## config.mk

```make
export PLATFORM = sky130hd
export DESIGN_NAME = regfile_rd2w1
export DESIGN_NICKNAME = d
export VERILOG_FILES = /design/src/rtl/regfile_rd2w1.sv
export SDC_FILE = /design/constraint.sdc
export NUM_CORES = 1
export LEC_CHECK = 0
export ABC_AREA = 1
export CORE_MARGIN = 3
export CORE_UTILIZATION = 54
export DETAILED_ROUTE_END_ITERATION = 10
export PLACE_DENSITY = 0.72
export SKIP_CTS_REPAIR_TIMING = 1
export SYNTH_ARGS = -nofsm -noshare
export SYNTH_HDL_FRONTEND = slang
export SYNTH_SLANG_ARGS = --single-unit
```

## constraint.sdc

```tcl
create_clock -name clk -period 2.15 [get_ports clk]
set_input_delay 0.5375 -clock clk [delete_from_list [all_inputs] [get_ports clk]]
set_output_delay 0.5375 -clock clk [all_outputs]
set_load 0.01 [all_outputs]
```

## src/rtl/regfile_rd2w1.sv

```systemverilog
// Register file: DEPTH x WIDTH, one synchronous write port, two read ports A/B,
// write-first bypass, optional hardwired zero register and optional registered reads.
module regfile_rd2w1 #(
  parameter int WIDTH    = 16,
  parameter int DEPTH    = 16,
  parameter int AW       = 4,
  parameter int ZERO_REG = 1,
  parameter int REG_OUT  = 0
) (
  input  logic             clk,
  input  logic             rst,
  input  logic             we,
  input  logic [AW-1:0]    waddr,
  input  logic [WIDTH-1:0] wdata,
  input  logic             re,
  input  logic [AW-1:0]    raddr_a,
  input  logic [AW-1:0]    raddr_b,
  output logic [WIDTH-1:0] rdata_a,
  output logic [WIDTH-1:0] rdata_b,
  output logic             rvalid
);

  // Storage covers the whole address space so any address indexes safely;
  // entries at or above DEPTH are never written and never read out.
  localparam int NREG = 1 << AW;
  localparam logic [AW:0] DEPTH_W = DEPTH[AW:0];

  logic [WIDTH-1:0] mem [NREG];
  logic [WIDTH-1:0] rv_a, rv_b;
  logic [WIDTH-1:0] q_a, q_b;
  logic             q_valid;
  logic             wr_ok;

  function automatic logic in_range(input logic [AW-1:0] addr);
    return {1'b0, addr} < DEPTH_W;
  endfunction

  function automatic logic is_zero_reg(input logic [AW-1:0] addr);
    return (ZERO_REG != 0) && (addr == '0);
  endfunction

  assign wr_ok = we && in_range(waddr) && !is_zero_reg(waddr);

  // Read priority: out of range, zero register, same-cycle write, storage.
  always_comb begin
    rv_a = '0;
    rv_b = '0;
    if (in_range(raddr_a) && !is_zero_reg(raddr_a))
      rv_a = (we && waddr == raddr_a) ? wdata : mem[raddr_a];
    if (in_range(raddr_b) && !is_zero_reg(raddr_b))
      rv_b = (we && waddr == raddr_b) ? wdata : mem[raddr_b];
  end

  always_ff @(posedge clk) begin
    if (rst) begin
      mem     <= '{default: '0};
      q_a     <= '0;
      q_b     <= '0;
      q_valid <= 1'b0;
    end else begin
      if (wr_ok)
        mem[waddr] <= wdata;
      if (re) begin
        q_a     <= rv_a;
        q_b     <= rv_b;
        q_valid <= 1'b1;
      end else begin
        q_valid <= 1'b0;
      end
    end
  end

  // rvalid qualifies rdata_a/rdata_b in the same cycle; there is no ready,
  // so each valid result is presented for exactly one cycle and never stalls.
  assign rdata_a = (REG_OUT != 0) ? q_a : rv_a;
  assign rdata_b = (REG_OUT != 0) ? q_b : rv_b;
  assign rvalid  = (REG_OUT != 0) ? q_valid : 1'b1;

endmodule

```

==> impl_metrics.env <==
export IMPL_run_status="complete, but fails checks"
export IMPL_failed_checks="negative setup slack"
export IMPL_post_synth_instance_area_sq_um=14960
export IMPL_power_density_nw_per_um2=620.7
export IMPL_synthDominantCellAreaShare_pct=34.25
export IMPL_ant_nets=0
export IMPL_avgRoutedWirePerCell_microns=20.80
export IMPL_placed_cell_area_sq_um=17580
export IMPL_vias_in_the_first_global_route=16000
export IMPL_grt_util_all_layers_pct=36.69
export IMPL_cts_clk_slew_worst_paths_ns=0.06
export IMPL_cp_end_kind="primary output"
export IMPL_post_place_ws_ns=-1.120
export IMPL_hold_violations=0
export IMPL_timing_final_max_slew_violations=0
export IMPL_stdcell_area_sq_um=20430
export IMPL_timing_max_slew_rel_slack_pct=53.38
export IMPL_drt_first_pass_iters=6
export IMPL_final_instance_count_excl_fill=3006
export IMPL_diodes=0
export IMPL_drc_errors=0
export IMPL_layout_top_registers="mem: 256 flops"
export IMPL_yosys_warnings=0
export IMPL_hold_class="input pin to register"
export IMPL_cp_startpoint="wdata[0]"
export IMPL_viasPerCell=6.063
export IMPL_syn_to_final_growth_pct=36.56
export IMPL_most_common_cell_in_the_synthesized_netlist="sky130_fd_sc_hd__nand2_1"
export IMPL_critical_path_reg2reg_endpoint="mem[124]"
export IMPL_number_of_cts_inserted_buffers=29
export IMPL_number_of_enable_type_register_cells_in_the_synthesized_netlist=0
export IMPL_finalWorstSetupSlack_ns=-0.3987
export IMPL_floorplan_initialDensity_pct=55.22
export IMPL_clock_buffer_depth=3
export IMPL_worstSetupStartpointType="input pin"
export IMPL_power_frac_seq_pct=38.4
export IMPL_cts_sinks=256
export IMPL_synth_avg_cell_area_sq_um=6.103
export IMPL_post_place_cells=2905
export IMPL_layout_min_cycle_time_ns=2.549
export IMPL_clkLatencyLatePin_ns=0.55
export IMPL_htree_num_levels=1
export IMPL_fin_skew_ns=0
export IMPL_synthesized_net_count=2484
export IMPL_gp_congestion=1.007
export IMPL_final_nets=2644
export IMPL_cts_root_buffer_cell="sky130_fd_sc_hd__clkbuf_16"
export IMPL_most_used_flip_flop_cell_after_synthesis="sky130_fd_sc_hd__dfxtp_1"
export IMPL_regMostFlops="mem"
export IMPL_placement_rows=60
export IMPL_static_leakage_power_nw=9.192
export IMPL_overflow=0
export IMPL_switching_share_pct=29.29
export IMPL_synth_largest_area_cell="sky130_fd_sc_hd__dfxtp_1"
export IMPL_setup_violations=32
export IMPL_ys_seq_elements=256
export IMPL_async_reset_ff_share_pct=0
export IMPL_synthesis_instances=2452
export IMPL_timing_critical_path_arrival_ns=2.01
export IMPL_tritoncts="built"
export IMPL_worstMarginPinSlew_ns=0.6951
export IMPL_post_synth_num_cell_types=24
export IMPL_number_of_cells_on_the_worst_reg_to_reg_path=3
export IMPL_total_switching_power_mw=3.715
export IMPL_fraction_of_layout_cells_with_a_size_suffix_above_1_pct=23.58
export IMPL_comb_power_share_pct=21.5
export IMPL_share_clk_of_total_power_pct=40.2
export IMPL_design_die_area_sq_um=29750
export IMPL_post_dp_hpwl_microns=37560
export IMPL_die_width_microns=172.5
export IMPL_io_buffers=62
export IMPL_r2r_slack_ns=0.81
export IMPL_boundaryPins=65
export IMPL_grt_max_degree=84
export IMPL_r2r_start="mem[124]"
export IMPL_timing_critical_path_required_ns=1.61
export IMPL_routed_wl_microns=62530
export IMPL_crit_type="input pin to primary output"
export IMPL_design_core_area_sq_um=27100
export IMPL_route_vias_total=18220
export IMPL_detailedRoute_firstIterationViolations=2823
export IMPL_ys_top_cells_by_count="786 x sky130_fd_sc_hd__nand2_1, 353 x sky130_fd_sc_hd__nand3_1, 330 x sky130_fd_sc_hd__nor2_1"
export IMPL_grt_antenna_before_repair=0
export IMPL_crit_fanout=4
export IMPL_chipHeight_microns=172.5
export IMPL_timing_max_cap_violations=0
export IMPL_final_min_period_over_clock_period_pct=118.5
export IMPL_irDropWorstVdd_mv=0.6693
export IMPL_fmax_mhz=392.4
export IMPL_top_cells_by_area_synth="sky130_fd_sc_hd__dfxtp_1 34%, sky130_fd_sc_hd__nand2_1 20%, sky130_fd_sc_hd__nand3_1 12%"
export IMPL_ys_seq_area_share_pct=34.25
export IMPL_rsz_0062_raised_after_global_routing="true"
export IMPL_largest_reg_flops=256
export IMPL_internal_power_of_the_cells_mw=8.969
export IMPL_crit_path_capture="rdata_a[0]"
export IMPL_wire_length_of_the_first_global_routing_pass_microns=87040
-- layout by cell type, fill, tap and decap left out, drive strengths merged, types with 32 or more instances in the layout --
cell type and instances:
dfxtp 256, clkbuf 82, nand3 361, inv 211, a211oi 176, nand2 792, buf 289, a21oi 64
nor2 339, o21ai 32
-- per-layer routing --
metal | vias to the layer above | wire length [microns] | global-route usage [%]
li1 | 8147 | - | -
met1 | 8214 | 22480 | 48.50
met2 | 1444 | 27060 | 57.10
met3 | 419 | 8665 | 8.619
met4 | 0 | 4319 | 16.49
met5 | - | 0 | 0
-- cell families (layout without fill, tap and decap cells) --
family                    count (synthesis)  in the layout  synth area share (%)
buffers and inverters                   427            609                 12.27
DFF                                     256            256                 34.25
and+or+nand+nor                        1494           1494                 41.10
xor gates and xnor gates                  2              2                0.1171
other                                     1              1               0.02506
AOI/OAI and AO/OA                       272            272                 12.24
-- through the flow --
step	hold slack, ns	power [mW]	utilization [%]	setup TNS (ns)
final	0.4377	12.68	75.40	-8.752
after global routing	0.4661	12.97	75.40	-9.862
after CTS	0.4160	12.14	68.40	-33.24
after detailed placement	0.4500	7.150	64.87	-50.06
after global placement	0.4403	7.126	64.87	-40.93
after floorplan	0.4285	6.124	-	0
-- worst max-delay path, cell delays in order --
cell,delay [ns]
sky130_fd_sc_hd__clkdlybuf4s50_1,0.86
sky130_fd_sc_hd__o21ai_0,0.22
sky130_fd_sc_hd__nor2_1,0.22
sky130_fd_sc_hd__clkbuf_2,0.17
-- power groups by stage --
stage | clock network (mW) | registers (mW) | logic [mW]
6_report | 5.09 | 4.86 | 2.73
4_1_cts | 5.08 | 4.86 | 2.20
3_5_place_dp | 0 | 4.97 | 2.18
5_1_grt | 5.26 | 4.87 | 2.84
3_3_place_gp | 0 | 4.96 | 2.16
2_1_floorplan | 0 | 4.96 | 1.17
-- worst min-delay path by stage --
stage | startpoint | cells after the start | slack (ns) | endpoint
detailed placement | mem[255] | 2 | 0.45 | mem[255]
finish | rst | 2 | 0.44 | mem[182]
global placement | mem[253] | 2 | 0.44 | mem[253]
floorplan | mem[240] | 2 | 0.43 | mem[240]
global route | rst | 2 | 0.47 | mem[171]
CTS | rst | 2 | 0.42 | mem[182]
-- layout make-up --
class / count / area, sq um
repair buffers: 342 / 4111
clock inverters: 5 / 100.1
fillers: 1995 / 6666
flip-flops and latches: 256 / 5129
multi-input cells: 1769 / 8931
well taps: 372 / 465.4
inverters: 214 / 840.8
clock buffers: 48 / 857.1
(Power assumes the default switching activity.)
